**src/rtl/enemy_spawn_scheduler_pkg.sv**
```systemverilog
// Shared constants, FSM encoding and LFSR step for the enemy spawn scheduler.
package enemy_spawn_scheduler_pkg;

    localparam int COORD_W = 10;
    localparam int IDX_W   = 4;

    localparam int DEFAULT_MAX_ENEMIES = 10;
    localparam int DEFAULT_SCREEN_W    = 640;
    localparam int DEFAULT_SCREEN_H    = 480;
    localparam int DEFAULT_ENEMY_SIZE  = 20;

    localparam logic [9:0] DEFAULT_LFSR_SEED = 10'h280;
    localparam int LFSR_TAP_HI = 9;
    localparam int LFSR_TAP_LO = 6;

    typedef enum logic [1:0] {
        IDLE    = 2'd0,
        SEARCH  = 2'd1,
        PLACE_X = 2'd2,
        PLACE_Y = 2'd3
    } spawn_state_t;

    // Fibonacci step with taps 10,7; never maps a non-zero state to zero.
    function automatic logic [9:0] lfsr_step(input logic [9:0] q);
        return {q[8:0], q[LFSR_TAP_HI] ^ q[LFSR_TAP_LO]};
    endfunction

endpackage

```
**src/rtl/enemy_spawn_scheduler_lfsr10.sv**
```systemverilog
// Free-running 10-bit maximal-length LFSR used as the spawn position source.
module lfsr10
    import enemy_spawn_scheduler_pkg::*;
#(
    parameter logic [9:0] SEED = DEFAULT_LFSR_SEED
) (
    input  logic       clk,
    input  logic       rst,
    output logic [9:0] q
);

    always_ff @(posedge clk or posedge rst) begin
        if (rst) begin
            q <= SEED;
        end else begin
            q <= lfsr_step(q);
        end
    end

endmodule

```
**src/rtl/enemy_spawn_scheduler.sv**
```systemverilog
// Enemy slot table: rate-limited round-robin spawner with rejection-sampled
// on-screen positions, plus kill handling from the collision logic.
module enemy_spawn_scheduler
    import enemy_spawn_scheduler_pkg::*;
#(
    parameter int         MAX_ENEMIES  = DEFAULT_MAX_ENEMIES,
    parameter int         SPAWN_PERIOD = 25000000,
    parameter int         SCREEN_W     = DEFAULT_SCREEN_W,
    parameter int         SCREEN_H     = DEFAULT_SCREEN_H,
    parameter int         ENEMY_SIZE   = DEFAULT_ENEMY_SIZE,
    parameter logic [9:0] LFSR_SEED    = DEFAULT_LFSR_SEED
) (
    input  logic                           clk,
    input  logic                           rst,
    input  logic                           enable,
    input  logic                           kill_valid,
    input  logic [IDX_W-1:0]               kill_idx,
    output logic [MAX_ENEMIES-1:0]         enemy_active,
    output logic [COORD_W*MAX_ENEMIES-1:0] enemy_x,
    output logic [COORD_W*MAX_ENEMIES-1:0] enemy_y,
    output logic [IDX_W-1:0]               active_count,
    output logic                           spawn_pulse,
    output logic [IDX_W-1:0]               spawn_slot,
    output logic                           spawn_dropped,
    output logic                           kill_ack
);

    localparam int                  TIMER_W    = $clog2(SPAWN_PERIOD);
    localparam logic [TIMER_W-1:0]  TIMER_LAST = TIMER_W'(SPAWN_PERIOD - 1);
    localparam logic [COORD_W-1:0]  X_LIMIT    = COORD_W'(SCREEN_W - ENEMY_SIZE);
    localparam logic [8:0]          Y_LIMIT    = 9'(SCREEN_H - ENEMY_SIZE);
    localparam logic [IDX_W-1:0]    LAST_SLOT  = IDX_W'(MAX_ENEMIES - 1);
    localparam logic [IDX_W-1:0]    SLOT_COUNT = IDX_W'(MAX_ENEMIES);

    logic [9:0]             lfsr_q;
    logic [TIMER_W-1:0]     timer;
    logic                   timer_wrap;
    logic                   pending;
    spawn_state_t           state, state_next;
    logic [IDX_W-1:0]       scan_idx, scan_cnt, target_slot, rr_ptr;
    logic [COORD_W-1:0]     x_latch;
    logic                   take_pending, advance_scan, latch_slot, latch_x, place, drop;
    logic                   kill_hit;
    logic [MAX_ENEMIES-1:0] active_next;
    logic [IDX_W-1:0]       count_next;

    lfsr10 #(.SEED(LFSR_SEED)) u_lfsr (
        .clk (clk),
        .rst (rst),
        .q   (lfsr_q)
    );

    // A wrap while a spawn is still pending simply merges into it.
    assign timer_wrap = enable && (timer == TIMER_LAST);

    always_ff @(posedge clk or posedge rst) begin
        if (rst) begin
            timer   <= '0;
            pending <= 1'b0;
        end else begin
            if (enable) begin
                timer <= timer_wrap ? '0 : timer + 1'b1;
            end
            if (timer_wrap) begin
                pending <= 1'b1;
            end else if (take_pending) begin
                pending <= 1'b0;
            end
        end
    end

    always_ff @(posedge clk or posedge rst) begin
        if (rst) begin
            state <= IDLE;
        end else begin
            state <= state_next;
        end
    end

    always_comb begin
        state_next   = state;
        take_pending = 1'b0;
        advance_scan = 1'b0;
        latch_slot   = 1'b0;
        latch_x      = 1'b0;
        place        = 1'b0;
        drop         = 1'b0;
        case (state)
            IDLE: begin
                if (pending) begin
                    take_pending = 1'b1;
                    state_next   = SEARCH;
                end
            end
            SEARCH: begin
                if (scan_cnt == SLOT_COUNT) begin
                    drop       = 1'b1;
                    state_next = IDLE;
                end else if (!enemy_active[scan_idx]) begin
                    latch_slot = 1'b1;
                    state_next = PLACE_X;
                end else begin
                    advance_scan = 1'b1;
                end
            end
            // Rejection sampling keeps the distribution uniform without a divider.
            PLACE_X: begin
                if (lfsr_q < X_LIMIT) begin
                    latch_x    = 1'b1;
                    state_next = PLACE_Y;
                end
            end
            PLACE_Y: begin
                if (lfsr_q[8:0] < Y_LIMIT) begin
                    place      = 1'b1;
                    state_next = IDLE;
                end
            end
            default: state_next = IDLE;
        endcase
    end

    always_ff @(posedge clk or posedge rst) begin
        if (rst) begin
            scan_idx    <= '0;
            scan_cnt    <= '0;
            target_slot <= '0;
            x_latch     <= '0;
            rr_ptr      <= '0;
        end else begin
            if (take_pending) begin
                scan_idx <= rr_ptr;
                scan_cnt <= '0;
            end else if (advance_scan) begin
                scan_idx <= (scan_idx == LAST_SLOT) ? '0 : scan_idx + 1'b1;
                scan_cnt <= scan_cnt + 1'b1;
            end
            if (latch_slot) begin
                target_slot <= scan_idx;
            end
            if (latch_x) begin
                x_latch <= lfsr_q;
            end
            if (place) begin
                rr_ptr <= (target_slot == LAST_SLOT) ? '0 : target_slot + 1'b1;
            end
        end
    end

    // The placement target is always inactive, so it never collides with a kill.
    always_comb begin
        active_next = enemy_active;
        kill_hit    = 1'b0;
        if (kill_valid && (kill_idx < SLOT_COUNT)) begin
            kill_hit = enemy_active[kill_idx];
        end
        if (kill_hit) begin
            active_next[kill_idx] = 1'b0;
        end
        if (place) begin
            active_next[target_slot] = 1'b1;
        end
    end

    always_comb begin
        count_next = '0;
        for (int i = 0; i < MAX_ENEMIES; i++) begin
            count_next = count_next + IDX_W'(active_next[i]);
        end
    end

    always_ff @(posedge clk or posedge rst) begin
        if (rst) begin
            enemy_active  <= '0;
            enemy_x       <= '0;
            enemy_y       <= '0;
            active_count  <= '0;
            spawn_pulse   <= 1'b0;
            spawn_slot    <= '0;
            spawn_dropped <= 1'b0;
            kill_ack      <= 1'b0;
        end else begin
            enemy_active  <= active_next;
            active_count  <= count_next;
            spawn_pulse   <= place;
            spawn_dropped <= drop;
            kill_ack      <= kill_hit;
            if (place) begin
                spawn_slot <= target_slot;
            end
            for (int i = 0; i < MAX_ENEMIES; i++) begin
                if (place && (target_slot == IDX_W'(i))) begin
                    enemy_x[i*COORD_W +: COORD_W] <= x_latch;
                    enemy_y[i*COORD_W +: COORD_W] <= {1'b0, lfsr_q[8:0]};
                end
            end
        end
    end

endmodule
```
**config.mk**
```make
export PLATFORM = sky130hd
export DESIGN_NAME = enemy_spawn_scheduler
export DESIGN_NICKNAME = d
export VERILOG_FILES = /design/src/rtl/enemy_spawn_scheduler_pkg.sv /design/src/rtl/enemy_spawn_scheduler_lfsr10.sv /design/src/rtl/enemy_spawn_scheduler.sv
export SDC_FILE = /design/constraint.sdc
export NUM_CORES = 1
export LEC_CHECK = 0
export ABC_CLOCK_PERIOD_IN_PS = 23300
export BUFFER_PORTS_ARGS = -buffer_cell sky130_fd_sc_hd__buf_4
export CORE_UTILIZATION = 45
export DETAILED_ROUTE_END_ITERATION = 16
export GPL_TIMING_DRIVEN = 0
export PLACE_DENSITY_LB_ADDON = 0.1
export SKIP_CTS_REPAIR_TIMING = 1
export SLEW_MARGIN = 20
export SYNTH_ARGS = -nofsm -noshare
export SYNTH_HDL_FRONTEND = slang
export SYNTH_HIERARCHICAL = 1
export SYNTH_SLANG_ARGS = --single-unit
```
**constraint.sdc**
```tcl
create_clock -name clk -period 23.3 [get_ports clk]
set_input_delay 6.99 -clock clk [delete_from_list [all_inputs] [get_ports clk]]
set_output_delay 6.99 -clock clk [all_outputs]
set_load 0.05 [all_outputs]
```
==> run metrics, run 1 <==
status=complete, no violations; Slew Limit Fails=0; clk buf depth=3; vias per cell=5.06; total global-route track usage=20.8%; worst vdd ir=0.0569 mV; setup TNS=0 ps; CTS Buf Count=29; Leak=7.67 nW; DP Wirelength=18200 um; Syn Area/Cell=13.9 um2; fmax=0.101 GHz; Final Core Density=59.1%; worst hold path startpoint=u_lfsr/q[1]; DIE WIDTH=161 um; crit path time final=9880 ps; Worst-Skew Late Latency=540 ps; total congestion overflow=0; Hold Path Class=reg2reg; ys flop type=dfrtp_1; area occupied by multi-input gates=0.00412 mm2; crit path capture type=flip-flop; Worst Setup Path Type=in2reg; CTS H-Tree Depth=1; gp weighted congestion=0.807; number of synthesized flops with an enable pin=0; IO Count=229; Core Region=0.0245 mm2; synthesized area=0.0114 mm2; Area Growth Syn to Fin=27.5%; drt pass-1 iters=4; post-synthesis cell count=818; fin nets=1097; Worst Setup SP=kill_idx[3]; ANT nets after route=0; layout cells sized above 1=45.8%; #FFs+latches synth=275; power share of the clock group=34.7%; first-pass GRT wire length=41900 um; initial antenna violation count=0; commonest non-fill, non-tap cell in the layout=dfrtp_1; Worst-Margin Slew=886 ps; wire per inst=18.7 um; final WL=26600 um; Max-Cap Viols=0; most frequent cells in the layout=dfrtp_1, buf_4, mux2_2, clkbuf_1, nand2_1; largest net degree at the start of global routing=84; post-synthesis sequential area ratio=60.6%; R2R Setup Slk=18740 ps; Fin. Hold Viols=0; reg2reg start=u_lfsr/q[7]; Starting Density=46.3%; Min Hold Slack=409 ps; RSZ-0062 raised after global routing=false; sw power=433 uW; WP data required=23730 ps; CP Data Arrival Time=10310 ps; startpoint types=input port; # fillers=2067; async set or reset register ratio after synthesis=100%; Cell Pwr Density=94.2 mW/mm2; Syn. warnings=6; Internal=933 uW; antenna diode count=0; detailed-route DRC error count=0; Switching Fraction=31.7%; vias in the first global route=7344; TritonCTS clock tree=yes; worst clock skew=11.0 ps; Initial DRC Count=397; num rows=57; synth unique cells=55; Register Area=0.00688 mm2; die area=0.0259 mm2; # port buffers=217; vias after detailed routing=7201; sequential share of power=40.7%; clk root buf=clkbuf_16; clock transition at the registers of the reported paths=60 ps; combinational fraction of design power=24.6%; clock sink count=275; worst-path fanout max=5; Die H=161 um; Final Cycle Share=42.4%; Worst slew margin=40.9%; Final setup viols=0
[metrics by stage]
step                      worst slack [ps]  power, mW  std cells  cell area, um2
after global placement                5840      0.896       1368           13400
after CTS                            13440       1.38       1423           14500
final                                13420       1.37       1423           14500
after detailed placement             12880      0.902       1371           13500
after floorplan                       9010      0.811        827           11400
after global routing                 13260       1.44       1423           14500
[power groups by stage]
stage / Clock [mW] / Sequential, mW / Combinational, mW
detailed placement: 0 / 0.563 / 0.339
floorplan: 0 / 0.623 / 0.188
CTS: 0.485 / 0.555 / 0.340
finish: 0.473 / 0.556 / 0.337
global placement: 0 / 0.564 / 0.332
global route: 0.504 / 0.561 / 0.373
[worst max-delay path: stages]
cell and delay, ps:
buf_4 130, or3b_2 510, o21ai_0 190, nand2_1 110
fa_1 580, inv_1 50, fa_1 520, fa_1 400
inv_1 60, ha_1 170, inv_1 60, fa_1 490
inv_1 50
[area by class of cell]
class,instances,share of cell area [%]
clock buffers,43,5.71
multi-input cells,466,28.4
inverters,23,0.656
flip-flops and latches,275,47.5
well taps,324,2.80
repair buffers,220,11.8
plain buffers,63,2.14
clock inverters,9,1.00
[Yosys cell counts, drive strengths merged (3+ instances only)]
master  number  share of area (%)
dfrtp      273                 60
mux2       203                 21
nand2       48                1.6
clkbuf      42                1.4
nor2        27               0.89
o21ai       25                1.1
inv         22               0.73
buf         21                1.3
xnor2       18                1.4
nand3       13               0.57
nor3        11               0.48
nand4       10               0.55
mux2i        9               0.79
nand3b       8               0.53
nor4         8               0.50
xor2         8               0.62
nand2b       7               0.39
and2         6               0.33
fa           6                1.1
ha           5               0.55
a21oi        4               0.18
or2          4               0.22
or3          4               0.26
a211o        3               0.23
and4         3               0.23
o211ai       3               0.20
[logic make-up (layout without fill, tap and decap cells)]
logic type      Yosys count  count (layout)  share of synthesized area, %
flops                   275             275                          60.6
mux                     214             214                          22.5
simple gates            156             156                          7.04
buf+inv                  86             358                          3.50
compound gates           49              49                          2.74
xor+xnor                 26              26                          2.00
fa+ha+maj                11              11                          1.61
other cells               1              10                        0.0330
[worst paths after layout]
check                                  end  cells after the start
max                        active_count[1]                     13
min                            u_lfsr/q[2]                      0
max reg2reg                active_count[1]                     15
min reg2reg                    u_lfsr/q[2]                      0
max in group asynchronous      enemy_x[54]                      4
min in group asynchronous      enemy_y[61]                      2
[registers in the layout (all words and copies together) (netlist names), named ones only]
register / flops
spawn_dropped: 1
scan_cnt: 4
timer: 25
enemy_x: 100
state: 1
spawn_pulse: 1
active_count: 4
kill_ack: 1
pending: 1
enemy_active: 10
u_lfsr/q: 10
rr_ptr: 4
scan_idx: 4
x_latch: 10
spawn_slot: 4
enemy_y: 90
target_slot: 4
[per-layer routing]
layer / up-vias / track usage (%) / part of all wire, %
li1: 3335 / - / -
met1: 3664 / 28.5 / 45
met2: 161 / 33.7 / 48
met3: 41 / 4.49 / 5.2
met4: 0 / 5.06 / 2.2
met5: - / 0 / 0
Note: power is estimated with default switching activity, not from simulation.
==> inputs of run 2 (changes only) <==
ABC_CLOCK_PERIOD_IN_PS = 9500   (was 23300)
clock period = 9.5 ns   (was 23.3 ns; I/O delays follow)
==> run 2 against run 1 <==
  * First-iteration DRC count is 26% lower
  * Routed wire length up 0.36%
  * Final area rose by 0.91%
  * Clock power increased by 140%
  * Highest routed layer unchanged
  * Non-clock buffer count rose by 6
  * Cell count is 0.70% higher
==> run metrics, run 2 (same netlist as run 1, synthesis figures left out) <==
status=complete, no violations (unchanged); end of the worst register-to-register path=active_count[2] (was active_count[1]); Hold EP=u_lfsr/q[2] (unchanged); slowest cell delay on critical path=590 ps (was 580 ps); Final Core Density=59.6% (was 59.1%); RSZ-0062 raised after global routing=false (unchanged); largest net degree at the start of global routing=34 (was 84); DP Wirelength=18800 um (was 18200 um); dominant cell type by count on the critical path=fa_1; Hold Path Class=reg2reg (unchanged); Max-Cap Viols=0 (unchanged); largest register by flop count=enemy_x (unchanged); Initial DRC Count=293 (was 397); Final setup viols=0 (unchanged); worst hold path startpoint=u_lfsr/q[1] (unchanged); Core Region=0.0245 mm2 (unchanged); ANT nets after route=0 (unchanged); vias after detailed routing=7238 (was 7201); Fin. Hold Viols=0 (unchanged); clock sink count=275 (unchanged); Worst-Margin Slew=968 ps (was 886 ps); crit path time final=5810 ps; gp weighted congestion=0.819 (was 0.807); # fillers=2015 (was 2067); Leak=7.73 nW (was 7.67 nW); clk buf depth=3 (unchanged); initial antenna violation count=0 (unchanged); hold path cells=0 (unchanged); Starting Density=46.3% (unchanged); Cell Pwr Density=230 mW/mm2 (was 94.2 mW/mm2); Worst Setup Path Type=in2reg (unchanged); startpoint types=input port (unchanged); wire per inst=18.6 um (was 18.7 um); crit path capture type=flip-flop (unchanged); crit-path cells=buf_4 -> or3b_2 -> o21ai_0 -> nand2_1 -> fa_1 -> inv_1 -> fa_1 -> fa_1 -> inv_1 -> ha_1 -> inv_1 -> fa_1 -> xor2_1 (was buf_4 -> or3b_2 -> o21ai_0 -> nand2_1 -> fa_1 -> inv_1 -> fa_1 -> fa_1 -> inv_1 -> ha_1 -> inv_1 -> fa_1 -> inv_1); WP data required=9930 ps (was 23730 ps); layout cells sized above 1=46.7% (was 45.8%); Final Cycle Share=61.2%; IO Count=229 (unchanged); worst vdd ir=0.150 mV (was 0.0569 mV); CP Data Arrival Time=6240 ps (was 10310 ps); Register Area=0.00688 mm2 (unchanged); antenna diode count=0 (unchanged); die area=0.0259 mm2 (unchanged); most frequent cells in the layout=dfrtp_1, buf_4, mux2_2, nand2_1, clkbuf_1 (was dfrtp_1, buf_4, mux2_2, clkbuf_1, nand2_1); Min Hold Slack=408 ps (was 409 ps); vias in the first global route=7244 (was 7344); worst-path fanout max=5 (unchanged); clk root buf=clkbuf_16 (unchanged); reg2reg path depth=15 (unchanged); detailed-route DRC error count=0 (unchanged); Slew Limit Fails=0 (unchanged); drt pass-1 iters=4 (unchanged); Area Growth Syn to Fin=28.7% (was 27.5%); num rows=57 (unchanged); Die H=161 um (unchanged); CTS Buf Count=30 (was 29); CTS H-Tree Depth=1 (unchanged); total congestion overflow=0 (unchanged); clock transition at the registers of the reported paths=60 ps (about the same); total global-route track usage=20.8% (about the same); Worst-Skew Late Latency=540 ps (about the same); final WL=26700 um (was 26600 um); vias per cell=5.05 (was 5.06); DIE WIDTH=161 um (unchanged); worst clock skew=12.4 ps (was 11.0 ps); area occupied by multi-input gates=0.00412 mm2 (unchanged); commonest non-fill, non-tap cell in the layout=dfrtp_1 (unchanged); R2R Setup Slk=4870 ps (was 18740 ps); fin nets=1104 (was 1097); # port buffers=217 (unchanged); max reg flops=100 (unchanged); fmax=0.172 GHz; slowest CP cell=fa_1 (unchanged); first-pass GRT wire length=41800 um (was 41900 um); TritonCTS clock tree=yes (unchanged); reg2reg start=u_lfsr/q[7] (unchanged); Worst slew margin=35.5% (was 40.9%); Regs by FF count=enemy_x (100), enemy_y (90), timer (25) (unchanged); setup TNS=0 ps (unchanged)
-- run 2: cell types whose count changed in the layout (fill, tap and decap cells not counted), sizes merged --
| cell | before | now |
|---|---|---|
| clkinv | 6 | 10 |
| buf | 241 | 247 |
| clkbuf | 85 | 86 |
| bufinv | 4 | 1 |
| clkinvlp | 0 | 3 |
| inv | 22 | 21 |
-- run 2: critical path: cells and delay by family --
kind,cells,cell delay (ps)
AOI/OAI and AO/OA,1,220
xor gates and xnor gates,1,160
adders and majority gates,5,2060
buffers and inverters,4,320
and+or+nand+nor,2,630
-- run 2: layout make-up --
class / count / area share (%)
plain buffers: 63 / 2.12
clock buffers: 44 / 6.25
clock inverters: 12 / 0.616
inverters: 23 / 0.624
multi-input cells: 466 / 28.2
flip-flops and latches: 275 / 47.0
well taps: 324 / 2.77
repair buffers: 226 / 12.4
-- run 2: how the worst max path moves through the flow --
stage	start	to	slack, ps	cells past startpoint
2_1_floorplan	rst	async pin	3150	1
3_3_place_gp	rst	enemy_x[45]	1470	2
3_5_place_dp	kill_idx[3]	active_count[2]	3200	13
4_1_cts	kill_idx[3]	active_count[2]	3730	13
5_1_grt	kill_idx[3]	active_count[2]	3580	13
6_report	kill_idx[3]	active_count[2]	3690	13
-- run 2: power breakdown --
part	leakage [nW]	switching [mW]	internal (mW)
clock	0.501	0.463	0.691
combinational	3.47	0.527	0.315
sequential	3.76	0.0883	1.28
total	7.73	1.08	2.28
-- run 2: routing by layer --
layer | vias to the layer above | track usage (%) | wire [um]
met5 | - | 0 | 0
met4 | 0 | 4.97 | 591
met3 | 37 | 4.39 | 1400
met2 | 167 | 34.1 | 12900
met1 | 3682 | 28.2 | 11800
li1 | 3352 | - | -
-- run 2: through the flow --
step | area, um2 | worst slack (ps) | std cells | total power [mW]
floorplan | 11400 | 3150 | 827 | 1.99
global placement | 13400 | 1470 | 1368 | 2.20
detailed placement | 13600 | 3200 | 1377 | 2.23
CTS | 14600 | 3730 | 1433 | 3.40
global route | 14600 | 3580 | 1433 | 3.55
finish | 14600 | 3690 | 1433 | 3.36
==> inputs of run 3 (changes only) <==
ABC_CLOCK_PERIOD_IN_PS = 4800   (was 9500)
clock period = 4.8 ns   (was 9.5 ns; I/O delays follow)
==> run 3 against run 2 <==
  * Clock power up 98%
  * Combinational power up 98%
  * Critical endpoint unchanged
  * Hold slack unchanged
  * Critical path depth up 2
  * Register-to-register slack worse by 4600 ps
  * Sequential share of layout area about the same
  * Power up 98%
==> run metrics, run 3 (same netlist as run 1, synthesis figures left out) <==
Hold EP=u_lfsr/q[2] (unchanged); total global-route track usage=20.8% (unchanged); Area Growth Syn to Fin=28.7% (about the same); total congestion overflow=0 (unchanged); CP Data Arrival Time=4910 ps (was 6240 ps); power share of the clock group=34.3% (about the same); reg2reg start=u_lfsr/q[7] (unchanged); Top delay family on crit path=adder cells (unchanged); clk root buf=clkbuf_16 (unchanged); die area=0.0259 mm2 (unchanged); RSZ-0062 raised after global routing=false (unchanged); vias after detailed routing=7232 (was 7238); Top Usage Layer GRT=met2 (unchanged); Fin. Hold Viols=0 (unchanged); R2R Setup Slk=310 ps (was 4870 ps); Min Hold Slack=408 ps (unchanged); clock sink count=275 (unchanged); wire per inst=18.6 um (about the same); Pwr Total=6.65 mW (was 3.36 mW); layout cells sized above 1=46.8% (was 46.7%); status=complete, no violations (unchanged); largest net degree at the start of global routing=34 (unchanged); GRT met2 Usage=34.1% (unchanged); vias per cell=5.05 (about the same); antenna diode count=0 (unchanged); clock transition at the registers of the reported paths=60 ps (about the same); combinational fraction of design power=25.1% (about the same); Worst-Margin Slew=968 ps (about the same); WP data required=5230 ps (was 9930 ps); Slew Limit Fails=0 (unchanged); Worst Setup Path Type=reg2reg (was in2reg); Leak=7.73 nW (about the same); crit-path cells=and3_1 -> a21o_2 -> nor2_1 -> nand3_1 -> clkbuf_1 -> nand2_1 -> fa_1 -> inv_1 -> fa_1 -> fa_1 -> inv_1 -> ha_1 -> inv_1 -> fa_1 -> xor2_1 (was buf_4 -> or3b_2 -> o21ai_0 -> nand2_1 -> fa_1 -> inv_1 -> fa_1 -> fa_1 -> inv_1 -> ha_1 -> inv_1 -> fa_1 -> xor2_1); fmax=0.223 GHz; worst hold path startpoint=u_lfsr/q[1] (unchanged); Regs by FF count=enemy_x (100), enemy_y (90), timer (25) (unchanged); Cell Pwr Density=455 mW/mm2 (was 230 mW/mm2); vias in the first global route=7244 (unchanged); most frequent cells in the layout=dfrtp_1, buf_4, mux2_2, nand2_1, clkbuf_1 (unchanged); TritonCTS clock tree=yes (unchanged); Worst slew margin=35.5% (about the same); ANT nets after route=0 (unchanged); Starting Density=46.3% (unchanged); sequential share of power=40.6% (about the same); startpoint types=flip-flop (was input port); Worst-Skew Late Latency=540 ps (about the same); fin nets=1104 (unchanged); largest register by flop count=enemy_x (unchanged); initial antenna violation count=0 (unchanged); gp weighted congestion=0.819 (unchanged); Die H=161 um (unchanged); Max-Cap Viols=0 (unchanged); Core Region=0.0245 mm2 (unchanged); final WL=26700 um (about the same); worst-path fanout max=10 (was 5); # port buffers=217 (unchanged); Initial DRC Count=292 (was 293); first-pass GRT wire length=41800 um (unchanged); max reg flops=100 (unchanged); Hold Path Class=reg2reg (unchanged); drt pass-1 iters=4 (unchanged); slowest cell delay on critical path=590 ps (about the same); Final Cycle Share=93.4%; hold path cells=0 (unchanged); crit path capture type=flip-flop (unchanged); post-route design area=0.0146 mm2 (about the same); Switching Fraction=32.1% (about the same); commonest non-fill, non-tap cell in the layout=dfrtp_1 (unchanged); Final setup viols=0 (unchanged); num rows=57 (unchanged); sw power=2.13 mW (was 1.08 mW); CTS Buf Count=30 (unchanged); detailed-route DRC error count=0 (unchanged); IO Count=229 (unchanged); GR Util met1=28.2% (unchanged); worst vdd ir=0.298 mV (was 0.150 mV); clk buf depth=3 (unchanged); DP Wirelength=18800 um (unchanged); dominant cell type by count on the critical path=fa_1 (unchanged); Internal=4.52 mW (was 2.28 mW); slowest CP cell=fa_1 (unchanged); DIE WIDTH=161 um (unchanged); reg2reg path depth=15 (unchanged); worst clock skew=12.7 ps (was 12.4 ps); CTS H-Tree Depth=1 (unchanged); end of the worst register-to-register path=active_count[2] (unchanged); Worst Path Buf+Inv=4 (unchanged); DP Area=0.0136 mm2 (unchanged); crit path time final=4490 ps; met3 Use GR=4.39% (unchanged)
## run 3: per-layer routing
layer | up-vias | part of all wire [%]
li1 | 3351 | -
met1 | 3684 | 44
met2 | 160 | 48
met3 | 37 | 5.1
met4 | 0 | 2.2
met5 | - | 0
## run 3: layout make-up
| class | instances | area, um2 |
|---|---|---|
| buffer | 63 | 312 |
| clock buffer | 44 | 915 |
| clock inverter | 12 | 90.1 |
| fill | 2014 | 9900 |
| inverter | 23 | 91.3 |
| multi-input combinational | 466 | 4120 |
| sequential | 275 | 6880 |
| tap | 324 | 405 |
| timing repair buffer | 226 | 1820 |
## run 3: metrics by stage
stage	instances	utilization, %	worst slack, ps	setup TNS [ps]
after global placement	1368	54.8	-1820	-479850
after detailed placement	1377	55.5	-90.5	-160
after global routing	1433	59.6	39.3	0
after floorplan	827	-	-138	-36440
final	1433	59.6	315	0
after CTS	1433	59.6	101	0
## run 3: how the worst max path moves through the flow
stage,start,endpoint,depth (start not counted)
floorplan,rst,async pin,1
global placement,rst,enemy_x[45],2
detailed placement,kill_idx[3],active_count[2],13
CTS,u_lfsr/q[7],active_count[2],15
global route,u_lfsr/q[7],active_count[2],15
finish,u_lfsr/q[7],active_count[2],15
## run 3: worst register-to-register path, stage by stage, from the launching register on
cell and delay [ps]:
dfstp_2 560, and3_1 200, a21o_2 260, nor2_1 80, nand3_1 110, clkbuf_1 540, nand2_1 210, fa_1 590
inv_1 60, fa_1 520, fa_1 420, inv_1 70, ha_1 160, inv_1 60, fa_1 370, xor2_1 160
## run 3: power by group through the flow
stage | logic (mW) | clock network (mW) | registers [mW]
after floorplan | 0.914 | 0 | 3.02
after global placement | 1.61 | 0 | 2.74
after detailed placement | 1.67 | 0 | 2.74
after CTS | 1.69 | 2.34 | 2.70
after global routing | 1.86 | 2.44 | 2.73
final | 1.67 | 2.28 | 2.70
